===== config.mk =====
export PLATFORM = sky130hd
export DESIGN_NAME = int_to_float_seq
export DESIGN_NICKNAME = d
export VERILOG_FILES = /design/src/rtl/fp_pkg.sv /design/src/rtl/norm_shift_reg.sv /design/src/rtl/int_to_float_seq.sv
export SDC_FILE = /design/constraint.sdc
export NUM_CORES = 1
export LEC_CHECK = 0
export BUFFER_PORTS_ARGS = -buffer_cell sky130_fd_sc_hd__buf_2
export CAP_MARGIN = 30
export CORE_ASPECT_RATIO = 1.2
export CORE_MARGIN = 2
export CORE_UTILIZATION = 51
export DETAILED_ROUTE_END_ITERATION = 7
export GPL_ROUTABILITY_DRIVEN = 0
export PLACE_DENSITY = 0.72
export REMOVE_ABC_BUFFERS = 1
export SLEW_MARGIN = 0
export SYNTH_ARGS = -nofsm -noshare
export SYNTH_HDL_FRONTEND = slang
export SYNTH_HIERARCHICAL = 1
export SYNTH_SLANG_ARGS = --single-unit

===== constraint.sdc =====
create_clock -name clk -period 3.5 [get_ports clk]
set_clock_uncertainty 0.2 [all_clocks]
set_input_delay 0 -clock clk [delete_from_list [all_inputs] [get_ports clk]]
set_output_delay 0 -clock clk [all_outputs]
set_load 0.05 [all_outputs]

===== src/rtl/fp_pkg.sv =====
// Shared single-precision float definitions: field widths, bias, control
// state encoding and the {sign, exp, man} pack helper.
package fp_pkg;

  localparam int unsigned EXP_BIAS = 127;
  localparam int unsigned EXP_W    = 8;
  localparam int unsigned MAN_W    = 23;

  typedef enum logic [1:0] {
    StIdle = 2'd0,
    StNorm = 2'd1,
    StDone = 2'd2
  } state_e;

  function automatic logic [EXP_W+MAN_W:0] pack_float(input logic             sign,
                                                     input logic [EXP_W-1:0] exp,
                                                     input logic [MAN_W-1:0] man);
    return {sign, exp, man};
  endfunction

endpackage


===== src/rtl/norm_shift_reg.sv =====
// Magnitude register with load / shift-left-by-one, plus the exponent
// down-counter that tracks each shift.
module norm_shift_reg #(
  parameter int unsigned INT_W = 32,
  parameter int unsigned EXP_W = 8
) (
  input  logic               clk,
  input  logic               rst,
  input  logic               load,
  input  logic               shift,
  input  logic [INT_W-1:0]   load_mag,
  input  logic [EXP_W-1:0]   load_exp,
  output logic               msb,
  output logic [INT_W-10:0]  man,
  output logic [EXP_W-1:0]   exp
);

  logic [INT_W-1:0] mag_q;
  logic [EXP_W-1:0] exp_q;

  always_ff @(posedge clk or posedge rst) begin
    if (rst) begin
      mag_q <= '0;
      exp_q <= '0;
    end else if (load) begin
      mag_q <= load_mag;
      exp_q <= load_exp;
    end else if (shift) begin
      mag_q <= mag_q << 1;
      exp_q <= exp_q - 1'b1;
    end
  end

  assign msb = mag_q[INT_W-1];
  // Hidden bit dropped; the low 8 bits are truncated (round toward zero).
  assign man = mag_q[INT_W-2:8];
  assign exp = exp_q;

endmodule


===== src/rtl/int_to_float_seq.sv =====
// Sequential signed int32 -> IEEE-754 single converter: abs, normalise one bit
// per cycle, then pack. start/done handshake, start accepted only when idle.
module int_to_float_seq
  import fp_pkg::*;
#(
  parameter int unsigned INT_W    = 32,
  parameter int unsigned EXP_BIAS = fp_pkg::EXP_BIAS
) (
  input  logic             clk,
  input  logic             rst,
  input  logic             start,
  input  logic [INT_W-1:0] intIn,
  output logic             busy,
  output logic             done,
  output logic [INT_W-1:0] floatOut
);

  state_e             state_q;
  logic               sign_q;
  logic [INT_W-1:0]   abs_mag;
  logic               int_zero;
  logic               load;
  logic               shift;
  logic               msb;
  logic [MAN_W-1:0]   man;
  logic [EXP_W-1:0]   exp;

  localparam logic [EXP_W-1:0] ExpStart = EXP_W'(EXP_BIAS + INT_W - 1);

  // 0x80000000 negates to itself, which is the correct unsigned magnitude.
  assign abs_mag  = intIn[INT_W-1] ? (~intIn + 1'b1) : intIn;
  assign int_zero = (intIn == '0);
  assign load     = (state_q == StIdle) && start;
  assign shift    = (state_q == StNorm) && !msb;

  norm_shift_reg #(
    .INT_W (INT_W),
    .EXP_W (EXP_W)
  ) u_norm (
    .clk      (clk),
    .rst      (rst),
    .load     (load),
    .shift    (shift),
    .load_mag (abs_mag),
    .load_exp (ExpStart),
    .msb      (msb),
    .man      (man),
    .exp      (exp)
  );

  always_ff @(posedge clk or posedge rst) begin
    if (rst) begin
      state_q  <= StIdle;
      sign_q   <= 1'b0;
      busy     <= 1'b0;
      done     <= 1'b0;
      floatOut <= '0;
    end else begin
      done <= 1'b0;
      unique case (state_q)
        StIdle: begin
          if (start) begin
            sign_q <= intIn[INT_W-1];
            busy   <= 1'b1;
            if (int_zero) begin
              state_q  <= StDone;
              done     <= 1'b1;
              floatOut <= '0;
            end else begin
              state_q <= StNorm;
            end
          end
        end
        StNorm: begin
          if (msb) begin
            state_q  <= StDone;
            done     <= 1'b1;
            floatOut <= pack_float(sign_q, exp, man);
          end
        end
        StDone: begin
          state_q <= StIdle;
          busy    <= 1'b0;
        end
        default: begin
          state_q <= StIdle;
          busy    <= 1'b0;
        end
      endcase
    end
  end

endmodule


== After elaboration in Yosys (flattened, before gate mapping) ==
Index checks and enable logic that the tools add are counted.

* Multiplexer cells: 19
* $add $sub $neg: 2
* Reduce and logical (&&, ||, !) cells: 11
* Bitwise gates (word level): 2
* Equal/unequal tests: 4

{| class="wikitable"
|+ Operator list
! cell !! count
|-
| $mux W32 || 6
|-
| $pmux W32 S2 || 1
|-
| $add A32 B1 Y32 const B || 1
|-
| $logic_not A32 Y1 || 1
|-
| $not A32 Y32 || 1
|-
| $mux W8 || 2
|-
| $sub A8 B1 Y8 const B || 1
|-
| $mux W2 || 3
|-
| $reduce_and A2 Y1 || 3
|-
| $mux W1 || 4
|-
| $ne A2 B2 Y1 const B || 2
|-
| $pmux W1 S2 || 2
|-
| $pmux W2 S2 || 1
|-
| $reduce_and A4 Y1 || 1
|-
| $reduce_bool A2 Y1 || 2
|-
| $eq A2 B1 Y1 const B || 1
|-
| $logic_and A1 B1 Y1 || 2
|-
| $logic_not A2 Y1 || 1
|-
| $ne A2 B1 Y1 const B || 1
|-
| $logic_not A1 Y1 || 1
|-
| $not A1 Y1 || 1
|}

* Bits in registers: 77
* Input port bits: 35

== Longest topological paths before layout ==
Gate-level depths: netlist of the first run.

* Depth in word-level cells: 4
* Depth in mapped cells: 8

== By module ==
The synthesis of the first run kept the hierarchy.

{| class="wikitable"
|+ By module, submodules not included
! module !! cells an instance !! instances !! area an instance (sq um)
|-
| int_to_float_seq || 275 || 1 || 2598.7
|-
| norm_shift_reg || 212 || 1 || 2063.2
|}

== Least setup slack after synthesis of the first run ==
No wires, ideal clock.

* Path type: register to register
* Start: register state_q[0]
* End: register u_norm.exp_q[7] (netlist: u_norm/exp[7])
* Path buffers: 1
* Arrival time: 1867 ps
* Setup slack: 1351 ps
* Cell stages (with the launch flop): 7
* Library setup time: 82 ps
* Cell sequence: dfrtp_1 -> clkbuf_1 -> nand2b_1 -> nor2_1 -> or4b_4 -> or4_1 -> a31oi_1

* Longest elaborated chain between the ends: 3

{| class="wikitable"
|+ RTL lines
! item !! line !! text
|-
| start: declaration || int_to_float_seq.sv:18 || <nowiki>state_e state_q;</nowiki>
|-
| start signal: assignment || int_to_float_seq.sv:53 || <nowiki>state_q <= StIdle;</nowiki>
|-
| start signal: assignment || int_to_float_seq.sv:66 || <nowiki>state_q <= StDone;</nowiki>
|-
| start signal: assignment || int_to_float_seq.sv:70 || <nowiki>state_q <= StNorm;</nowiki>
|-
| $eq A2 B1 Y1 || int_to_float_seq.sv:34 || <nowiki>assign shift = (state_q == StNorm) && !msb;</nowiki>
|-
| $logic_and A1 B1 Y1 || int_to_float_seq.sv:34 ||
|-
| via shift || int_to_float_seq.sv:23 || <nowiki>logic shift;</nowiki>
|-
| $reduce_bool A2 Y1 (no line) || -- ||
|-
| end signal: assignment || norm_shift_reg.sv:27 || <nowiki>exp_q <= load_exp;</nowiki>
|-
| end signal: assignment || norm_shift_reg.sv:30 || <nowiki>exp_q <= exp_q - 1'b1;</nowiki>
|-
| end: declaration || norm_shift_reg.sv:19 || <nowiki>logic [EXP_W-1:0] exp_q;</nowiki>
|}

The timed path passes the listed nets, and every way through them passes these cells.
A chain may end at the register's enable or synchronous reset.

== Final worst setup path of the first run ==
* Start: input intIn[5]
* End: register u_norm.mag_q[20]

* Longest elaborated chain between the ends: 4

{| class="wikitable"
|+ RTL lines
! item !! line !! text
|-
| start: declaration || int_to_float_seq.sv:12 || <nowiki>input logic [INT_W-1:0] intIn,</nowiki>
|-
| $not A32 Y32 || int_to_float_seq.sv:31 || <nowiki>assign abs_mag = intIn[INT_W-1] ? (~intIn + 1'b1) : intIn;</nowiki>
|-
| $add A32 B1 Y32 || int_to_float_seq.sv:31 ||
|-
| $mux W32 || int_to_float_seq.sv:31 ||
|-
| via abs_mag[20] || int_to_float_seq.sv:20 || <nowiki>logic [INT_W-1:0] abs_mag;</nowiki>
|-
| $mux W32 || norm_shift_reg.sv:25 || <nowiki>end else if (load) begin</nowiki>
|-
| end signal: assignment || norm_shift_reg.sv:26 || <nowiki>mag_q <= load_mag;</nowiki>
|-
| end signal: assignment || norm_shift_reg.sv:29 || <nowiki>mag_q <= mag_q << 1;</nowiki>
|-
| end: declaration || norm_shift_reg.sv:18 || <nowiki>logic [INT_W-1:0] mag_q;</nowiki>
|}

The timed path passes the listed nets, and every way through them passes these cells.

==> metrics.txt, run 1 <==
# TYPE chip_impl_metric gauge
chip_impl_info{name="status",value="finished clean"} 1
chip_impl_info{name="worst_setup_path_endpoint",value="u_norm/mag_q[20]$_DFFE_PP0P_"} 1
chip_impl_info{name="crit_type",value="primary input to flip-flop"} 1
chip_impl_metric{name="worstRegToRegCells",unit=""} 5
chip_impl_info{name="postSynth.topFlopCell",value="sky130_fd_sc_hd__dfrtp_1"} 1
chip_impl_info{name="cts_tree",value="done"} 1
chip_impl_info{name="r2r_endpoint",value="u_norm/exp[7]$_DFFE_PP0P_"} 1
chip_impl_metric{name="worst_ir_drop_vdd",unit="uV"} 403
chip_impl_metric{name="report.final.slew_viol_count",unit=""} 0
chip_impl_metric{name="cts.sink_count",unit=""} 77
chip_impl_metric{name="post_synth_num_cell_types",unit=""} 47
chip_impl_metric{name="area_delta_synth_final",unit="%"} 20.7
chip_impl_metric{name="cp.required",unit="ns"} 3.51
chip_impl_metric{name="power.sequential.fraction",unit="%"} 34.2
chip_impl_metric{name="slew_headroom",unit="%"} 42.0
chip_impl_info{name="rsz0062_at_grt",value="false"} 1
chip_impl_metric{name="synth.mux.area_fraction",unit="%"} 6.66
chip_impl_metric{name="critical_path.max_fanout",unit=""} 7
chip_impl_metric{name="synth-adder-area-share",unit="%"} 0.537
chip_impl_metric{name="place.detailed.hpwl",unit="um"} 7190
chip_impl_info{name="launching_point_of_the_worst_reg2reg_path",value="state_q[0]$_DFFE_PP0P_"} 1
chip_impl_metric{name="post_synthesis_register_bit_count",unit=""} 77
chip_impl_metric{name="antenna_violating_nets_left",unit=""} 0
chip_impl_info{name="main_combinational_cell_family_by_area_after_synthesis",value="compound AO/OA/AOI/OAI gates"} 1
chip_impl_metric{name="power_frac_comb",unit="%"} 51.7
chip_impl_metric{name="number_of_enable_flip_flop_cells_after_synthesis",unit=""} 0
chip_impl_metric{name="overall_fraction_of_global_route_tracks_in_use",unit="%"} 23.1
chip_impl_metric{name="timing.final.setup_violations",unit=""} 0
chip_impl_info{name="hp-class",value="primary input to flip-flop"} 1
chip_impl_info{name="cp-start-kind",value="primary input"} 1
chip_impl_metric{name="final_period_utilization",unit="%"} 88.9
chip_impl_metric{name="antenna_violations_before_repair",unit=""} 0
chip_impl_metric{name="layout_min_cycle_time",unit="ns"} 3.11
chip_impl_metric{name="fin_nets",unit=""} 610
chip_impl_metric{name="clk_pin_slew",unit="ns"} 0.08
chip_impl_metric{name="ys.warnings.count",unit=""} 6
chip_impl_metric{name="reg2reg_setup_slack",unit="ns"} 0.91
chip_impl_metric{name="max-clock-path-buffers",unit=""} 2
chip_impl_metric{name="pwr-share-clk",unit="%"} 14.1
chip_impl_metric{name="top_level_ports",unit=""} 69
chip_impl_metric{name="max_freq",unit="MHz"} 321
chip_impl_metric{name="floorplan.rows",unit=""} 38
chip_impl_metric{name="post-layout-total-power",unit="mW"} 5.01
chip_impl_metric{name="insertion_delay",unit="ns"} 0.36
chip_impl_metric{name="die-height",unit="um"} 109
chip_impl_metric{name="synthesized_instance_count",unit=""} 487
chip_impl_metric{name="io_buffer_count",unit=""} 68
chip_impl_info{name="synthDominantAreaCellType",value="sky130_fd_sc_hd__dfrtp_1"} 1
chip_impl_metric{name="first_iter_violations",unit=""} 223
chip_impl_metric{name="synth_compound_gate_area_share",unit="%"} 20.9
chip_impl_metric{name="power.switching",unit="mW"} 2.31
chip_impl_metric{name="die_width",unit="um"} 91.3
chip_impl_metric{name="layout.cells.non_filler",unit=""} 698
chip_impl_metric{name="aggregate_routed_wire_length",unit="um"} 10700
chip_impl_metric{name="final.setup.worst_slack",unit="ns"} 0.387
chip_impl_metric{name="drcViolationCount",unit=""} 0
chip_impl_metric{name="minimum_setup_slack_after_placement",unit="ns"} 0.906
chip_impl_metric{name="count_of_vias_placed_by_the_detailed_router",unit=""} 3907
chip_impl_metric{name="mappedNetlistArea",unit="mm^2"} 0.00466
chip_impl_metric{name="worst-endpoint-arrival",unit="ns"} 3.12
chip_impl_metric{name="synth-simple-area-share",unit="%"} 17.0
chip_impl_metric{name="ctsHtreeMaxLevel",unit=""} 3
chip_impl_metric{name="static-leakage-power",unit="nW"} 2.29
chip_impl_info{name="ys_top_cells_by_area",value="sky130_fd_sc_hd__dfrtp_1 41%, sky130_fd_sc_hd__mux2i_1 6.7%, sky130_fd_sc_hd__o21ai_0 5.6%"} 1
chip_impl_metric{name="hold_violations",unit=""} 0
chip_impl_metric{name="grt_first_pass_wirelength",unit="um"} 18300
chip_impl_metric{name="dr.pass1.iters",unit=""} 4
chip_impl_metric{name="power.switching_fraction",unit="%"} 46.2
chip_impl_metric{name="placeable_core_area",unit="mm^2"} 0.00899
chip_impl_metric{name="per_instance_average_area_after_synthesis",unit="um^2"} 9.57
chip_impl_metric{name="number_of_clock_buffers_inserted_by_tritoncts",unit=""} 9
chip_impl_metric{name="antenna_cells_inserted",unit=""} 0
chip_impl_metric{name="fp.dieArea",unit="mm^2"} 0.00993
chip_impl_metric{name="xor_and_xnor_fraction_of_the_mapped_netlist_area",unit="%"} 5.82
chip_impl_metric{name="post-place-cells",unit=""} 635
chip_impl_metric{name="share_of_final_layout_standard_cells_stronger_than_drive_strength_1",unit="%"} 24.2
chip_impl_metric{name="synth_top_area_share",unit="%"} 41.3
chip_impl_info{name="timing.critical_path.to_type",value="flip-flop"} 1
chip_impl_info{name="clk_root_buffer_cell",value="sky130_fd_sc_hd__clkbuf_8"} 1
chip_impl_metric{name="synthArstFlopShare",unit="%"} 100
chip_impl_metric{name="grt_overflow",unit=""} 0
chip_impl_metric{name="post_drt_wl_per_cell",unit="um"} 15.3
chip_impl_metric{name="timing_worst_slew_pin_value",unit="ns"} 0.866
chip_impl_metric{name="detail_route.vias_per_cell",unit=""} 5.60
chip_impl_metric{name="pwr_density_cell",unit="mW/mm^2"} 891
chip_impl_metric{name="grt_max_degree",unit=""} 41
chip_impl_metric{name="p_int",unit="mW"} 2.70
chip_impl_metric{name="synth-seq-area-share",unit="%"} 41.3
chip_impl_metric{name="initial_utilization",unit="%"} 51.9
chip_impl_metric{name="maxCapViolCount",unit=""} 0
chip_impl_metric{name="number_of_global_route_vias_before_repair",unit=""} 3845
chip_impl_info{name="worstSetupStartpoint",value="intIn[5]"} 1
chip_impl_metric{name="hold-path-cell-count",unit=""} 5
==> worst max-delay path, stage by stage <==
cell and delay (ns):
sky130_fd_sc_hd__dlygate4sd3_1 0.53, sky130_fd_sc_hd__buf_2 0.14, sky130_fd_sc_hd__nor4_2 0.69, sky130_fd_sc_hd__nand3_1 0.45
sky130_fd_sc_hd__o41ai_1 0.51, sky130_fd_sc_hd__xnor2_1 0.10, sky130_fd_sc_hd__dlygate4sd3_1 0.55, sky130_fd_sc_hd__nand2_1 0.06
sky130_fd_sc_hd__o21ai_0 0.07
==> cells in the mapped netlist, types with 10 or more instances <==
master	number
sky130_fd_sc_hd__dfrtp_1	77
sky130_fd_sc_hd__o21ai_0	52
sky130_fd_sc_hd__nand2_1	51
sky130_fd_sc_hd__nand2b_1	37
sky130_fd_sc_hd__a22oi_1	32
sky130_fd_sc_hd__mux2i_1	31
sky130_fd_sc_hd__o21ai_2	29
sky130_fd_sc_hd__xnor2_1	27
sky130_fd_sc_hd__clkbuf_1	24
sky130_fd_sc_hd__buf_4	23
sky130_fd_sc_hd__nor2_1	11
sky130_fd_sc_hd__inv_1	10
==> worst min-delay path by stage <==
stage / startpoint / end
after floorplan: intIn[0] / u_norm/mag_q[0]$_DFFE_PP0P_
after global placement: rst / done$_DFF_PP0_
after detailed placement: rst / floatOut[21]$_DFFE_PP0P_
after CTS: intIn[31] / u_norm/mag_q[1]$_DFFE_PP0P_
after global routing: intIn[31] / u_norm/mag_q[7]$_DFFE_PP0P_
final: intIn[31] / u_norm/mag_q[1]$_DFFE_PP0P_
==> per-stage QoR <==
stage	area, um^2	util (%)	TNS [ns]	hold WS [ns]
after CTS	5590	62.2	0	0.0819
after detailed placement	4950	55.1	0	-0.0329
after global placement	4950	55.1	0	-0.0492
after floorplan	4370	-	-12.22	-0.0790
after global routing	5630	62.6	0	0.147
final	5630	62.6	0	0.102
==> layout by cell type, fill, tap and decap left out, drive strengths merged, types with 3 or more instances in the layout <==
cell type / instances
o21ai: 82
buf: 80
dfrtp: 77
nand2: 51
dlygate4sd3: 43
nand2b: 37
a22oi: 32
mux2i: 31
xnor2: 27
clkbuf: 13
nor2: 11
inv: 10
conb: 8
or4: 8
or3: 8
o41ai: 7
o31ai: 7
nor4: 6
xor2: 4
nand4: 4
a31oi: 3
nor3b: 3
==> state kept, by name (all words and copies together) (netlist names) <==
register / count
floatOut: 32
done: 1
state_q: 2
sign_q: 1
u_norm/mag_q: 32
busy: 1
u_norm/exp: 8
==> layout make-up <==
cell class	instances	area [um^2]
clock inverters	3	42.5
repair buffers	123	873
fillers	757	3360
inverters	10	37.5
multi-input cells	352	2430
well taps	120	150
flip-flops and latches	77	1930
clock buffers	13	169
==> layer usage <==
metal	wire length [um]	track usage, %
met5	0	0
met4	218	10.7
met3	347	3.25
met2	5220	38.1
met1	4900	30.5
==> timing repair <==
action,4_1_cts,5_1_grt
endpoints found under the hold margin,111,0
setup endpoints to repair,0,3
hold buffers,43,0
setup buffers,0,4
resized for setup,0,1
==> cells by family (layout without fill, tap and decap cells) <==
kind of cell	after synthesis	after routing
DFF	77	77
xor gates and xnor gates	31	31
muxes	31	31
buffers and inverters	64	149
and+or+nand+nor	139	139
adders and majority gates	2	2
other	2	8
AOI/OAI and AO/OA	141	141
==> power by group through the flow <==
stage	Clock [mW]	Combinational, mW	Sequential, mW
after global routing	0.756	2.84	1.78
final	0.708	2.59	1.71
after detailed placement	0	2.55	1.73
after global placement	0	2.49	1.71
after floorplan	0	1.41	2.26
after CTS	0.719	2.60	1.71
Note: power is estimated with default switching activity, not from simulation.
==> run 2: changes to the inputs <==
--- a/config.mk
+++ b/config.mk
@@ -17,5 +17,4 @@
 export SLEW_MARGIN = 0
 export SYNTH_ARGS = -nofsm -noshare
 export SYNTH_HDL_FRONTEND = slang
-export SYNTH_HIERARCHICAL = 1
 export SYNTH_SLANG_ARGS = --single-unit
==> run 2 against run 1 <==
  * Fmax down 3.4%
  * Highest routed layer unchanged
  * Global-route usage grew 3.4 points
  * Sequential cell count is the same
  * Synthesized cell count increased by 19%
==> metrics.txt, run 2 <==
# TYPE chip_impl_metric gauge
chip_impl_info{name="status",value="finished clean"} 1
chip_impl_metric{name="post-place-cells",unit=""} 733
chip_impl_info{name="layout_commonest_cell",value="sky130_fd_sc_hd__nand2_1"} 1
chip_impl_metric{name="timing.final.setup_violations",unit=""} 0
chip_impl_metric{name="placeable_core_area",unit="mm^2"} 0.00866
chip_impl_metric{name="number_of_clock_buffers_inserted_by_tritoncts",unit=""} 9
chip_impl_metric{name="io_buffer_count",unit=""} 68
chip_impl_metric{name="synth-seq-area-share",unit="%"} 41.9
chip_impl_info{name="hp-class",value="primary input to asynchronous set/reset pin"} 1
chip_impl_info{name="critical_path.slowest_cell",value="sky130_fd_sc_hd__or4_4"} 1
chip_impl_metric{name="drcViolationCount",unit=""} 0
chip_impl_metric{name="synth_top_area_share",unit="%"} 41.9
chip_impl_info{name="clk_root_buffer_cell",value="sky130_fd_sc_hd__clkbuf_8"} 1
chip_impl_metric{name="area_delta_synth_final",unit="%"} 24.3
chip_impl_metric{name="clk_pin_slew",unit="ns"} 0.08
chip_impl_info{name="most_numerous_cell_in_the_yosys_netlist",value="sky130_fd_sc_hd__nand2_1"} 1
chip_impl_metric{name="timing_worst_slew_pin_value",unit="ns"} 0.871
chip_impl_metric{name="ys.warnings.count",unit=""} 0
chip_impl_metric{name="antenna_violations_before_repair",unit=""} 0
chip_impl_info{name="rsz0062_at_grt",value="false"} 1
chip_impl_metric{name="place.detailed.hpwl",unit="um"} 7730
chip_impl_metric{name="grt_overflow",unit=""} 0
chip_impl_metric{name="grt_max_degree",unit=""} 41
chip_impl_metric{name="pwr_density_cell",unit="mW/mm^2"} 929
chip_impl_metric{name="grt_first_pass_wirelength",unit="um"} 20800
chip_impl_metric{name="first_iter_violations",unit=""} 258
chip_impl_metric{name="max_freq",unit="MHz"} 310
chip_impl_metric{name="antenna_cells_inserted",unit=""} 0
chip_impl_metric{name="postLayoutCoreUtil",unit="%"} 66.0
chip_impl_metric{name="share_of_final_layout_standard_cells_stronger_than_drive_strength_1",unit="%"} 15.8
chip_impl_metric{name="post_synth_num_cell_types",unit=""} 39
chip_impl_metric{name="antenna_violating_nets_left",unit=""} 0
chip_impl_info{name="cts_tree",value="done"} 1
chip_impl_metric{name="dr.pass1.iters",unit=""} 5
chip_impl_metric{name="worst_ir_drop_vdd",unit="uV"} 451
chip_impl_info{name="cp-start-kind",value="primary input"} 1
chip_impl_info{name="mostFrequentLayoutCells",value="141 x sky130_fd_sc_hd__nand2_1, 77 x sky130_fd_sc_hd__dfrtp_1, 72 x sky130_fd_sc_hd__o21ai_0, 68 x sky130_fd_sc_hd__buf_2, 51 x sky130_fd_sc_hd__dlygate4sd3_1"} 1
chip_impl_metric{name="final_period_utilization",unit="%"} 92.1
chip_impl_metric{name="slew_headroom",unit="%"} 41.9
chip_impl_metric{name="synthArstFlopShare",unit="%"} 100
chip_impl_metric{name="aggregate_routed_wire_length",unit="um"} 12500
chip_impl_info{name="synthDominantAreaCellType",value="sky130_fd_sc_hd__dfrtp_1"} 1
chip_impl_info{name="postSynth.topFlopCell",value="sky130_fd_sc_hd__dfrtp_1"} 1
chip_impl_metric{name="top_level_ports",unit=""} 69
chip_impl_metric{name="ctsHtreeMaxLevel",unit=""} 3
chip_impl_metric{name="overall_fraction_of_global_route_tracks_in_use",unit="%"} 26.5
chip_impl_metric{name="fp.dieArea",unit="mm^2"} 0.00979
chip_impl_metric{name="critical_path.max_fanout",unit=""} 17
chip_impl_metric{name="hold_violations",unit=""} 0
chip_impl_metric{name="number_of_enable_flip_flop_cells_after_synthesis",unit=""} 0
chip_impl_metric{name="cts.sink_count",unit=""} 77
chip_impl_metric{name="synthesized_instance_count",unit=""} 580
chip_impl_metric{name="mappedNetlistArea",unit="mm^2"} 0.00460
chip_impl_metric{name="post_synthesis_register_bit_count",unit=""} 77
chip_impl_metric{name="insertion_delay",unit="ns"} 0.35
chip_impl_metric{name="fin_nets",unit=""} 715
chip_impl_metric{name="post_drt_wl_per_cell",unit="um"} 15.6
chip_impl_metric{name="layout.cells.non_filler",unit=""} 800
chip_impl_metric{name="max-clock-path-buffers",unit=""} 2
chip_impl_metric{name="initial_utilization",unit="%"} 53.1
chip_impl_metric{name="post_cts.resized_instances",unit=""} 0
chip_impl_info{name="timing.critical_path.to_type",value="flip-flop"} 1
chip_impl_metric{name="count_of_vias_placed_by_the_detailed_router",unit=""} 4515
chip_impl_metric{name="maxCapViolCount",unit=""} 0
chip_impl_info{name="timing.critical_path.mode_cell",value="sky130_fd_sc_hd__dlygate4sd3_1"} 1
chip_impl_metric{name="die-height",unit="um"} 108
chip_impl_metric{name="die_width",unit="um"} 90.7
chip_impl_metric{name="worst-endpoint-arrival",unit="ns"} 3.25
chip_impl_metric{name="floorplan.rows",unit=""} 37
chip_impl_metric{name="cp.required",unit="ns"} 3.52
chip_impl_info{name="crit_type",value="primary input to flip-flop"} 1
chip_impl_metric{name="layout_min_cycle_time",unit="ns"} 3.22
chip_impl_metric{name="detail_route.vias_per_cell",unit=""} 5.64
chip_impl_metric{name="static-leakage-power",unit="nW"} 2.78
chip_impl_metric{name="max_stage_delay",unit="ns"} 0.55
chip_impl_metric{name="number_of_global_route_vias_before_repair",unit=""} 4359
chip_impl_info{name="ys_top_cells_by_area",value="sky130_fd_sc_hd__dfrtp_1 42%, sky130_fd_sc_hd__nand2_1 12%, sky130_fd_sc_hd__o21ai_0 7.8%"} 1
chip_impl_metric{name="per_instance_average_area_after_synthesis",unit="um^2"} 7.92
chip_impl_info{name="cp_cell_sequence",value="dlygate4sd3_1 -> buf_2 -> or4_4 -> or4b_1 -> buf_4 -> o41ai_1 -> xor2_1 -> dlygate4sd3_1 -> a21oi_1"} 1
chip_impl_info{name="ys_top_cells_by_count",value="141 x sky130_fd_sc_hd__nand2_1, 77 x sky130_fd_sc_hd__dfrtp_1, 72 x sky130_fd_sc_hd__o21ai_0, 41 x sky130_fd_sc_hd__inv_1, 40 x sky130_fd_sc_hd__clkbuf_1"} 1
chip_impl_metric{name="report.final.slew_viol_count",unit=""} 0
-- run 2: cell types whose count changed after synthesis, moves of 27 or more --
cell	before	now
sky130_fd_sc_hd__o21ai_2	29	0
sky130_fd_sc_hd__inv_1	10	41
sky130_fd_sc_hd__mux2i_1	31	0
sky130_fd_sc_hd__nand2b_1	37	2
sky130_fd_sc_hd__nand2_1	51	141
sky130_fd_sc_hd__and3_1	0	27
-- run 2: logic make-up after synthesis --
kind of cell / share of synthesized area [%]
buffers and inverters: 7.62
XOR/XNOR: 6.48
AND/OR/NAND/NOR: 22.1
flip-flops: 41.9
AO/OA/AOI/OAI: 21.3
adder cells (fa/ha/maj): 0.544
-- run 2: per-stage QoR --
stage	setup WS, ns	hold slack, ns	setup TNS, ns	area (um^2)	power [mW]
final	0.277	0.174	0	5710	5.31
after global routing	0.213	0.245	0	5710	5.74
after global placement	0.749	0.0256	0	5010	4.48
after detailed placement	0.698	0.0321	0	5010	4.56
after floorplan	-0.524	-0.0946	-1.11	4400	3.76
after CTS	0.362	0.192	0	5710	5.31
-- run 2: layout make-up --
class | instances | area [um^2]
well taps | 117 | 146
fillers | 748 | 2950
clock buffers | 12 | 145
clock inverters | 4 | 47.5
flip-flops and latches | 77 | 1930
repair buffers | 133 | 956
inverters | 41 | 154
multi-input cells | 416 | 2330
-- run 2: worst max-delay path: cells and delay by family --
kind	cells	cell delay, ns
AOI/OAI and AO/OA	2	0.54
and+or+nand+nor	2	1.07
xor gates and xnor gates	1	0.18
buffers and inverters	4	1.45
-- run 2: what timing repair did --
| action | in CTS | in global routing |
|---|---|---|
| buffers inserted | 0 | 0 |
| hold buffers | 51 | 0 |
| endpoints found under the hold margin | 73 | 0 |
-- run 2: routing by layer --
layer | GRT usage, % | vias to the layer above | routed length [um]
met4 | 9.67 | 0 | 223
li1 | - | 2175 | -
met3 | 3.76 | 18 | 622
met5 | 0 | - | 0
met1 | 33.1 | 2183 | 5230
met2 | 47.0 | 139 | 6420
-- run 2: worst paths after layout --
path                                        start                      endpoint  slack [ns]  cells past startpoint
max reg2reg                state_q[0]$_DFFE_PP0P_     u_norm.exp[5]$_DFFE_PP0P_        0.95                      5
max in group asynchronous                     rst      floatOut[26]$_DFFE_PP0P_        2.10                      4
min in group clk               sign_q$_DFFE_PP0P_            sign_q$_DFFE_PP0P_        0.29                      2
max                                     intIn[11]  u_norm.mag_q[29]$_DFFE_PP0P_        0.28                      9
min                                           rst              busy$_DFFE_PP0P_        0.17                      3
min reg2reg                    sign_q$_DFFE_PP0P_            sign_q$_DFFE_PP0P_        0.29                      2
-- run 2: power breakdown --
| group | switching (mW) | internal (mW) | leakage [nW] | total, mW |
|---|---|---|---|---|
| logic | 1.90 | 1.01 | 1.87 | 2.91 |
| registers | 0.415 | 1.31 | 0.821 | 1.73 |
| clock network | 0.325 | 0.347 | 0.0964 | 0.672 |
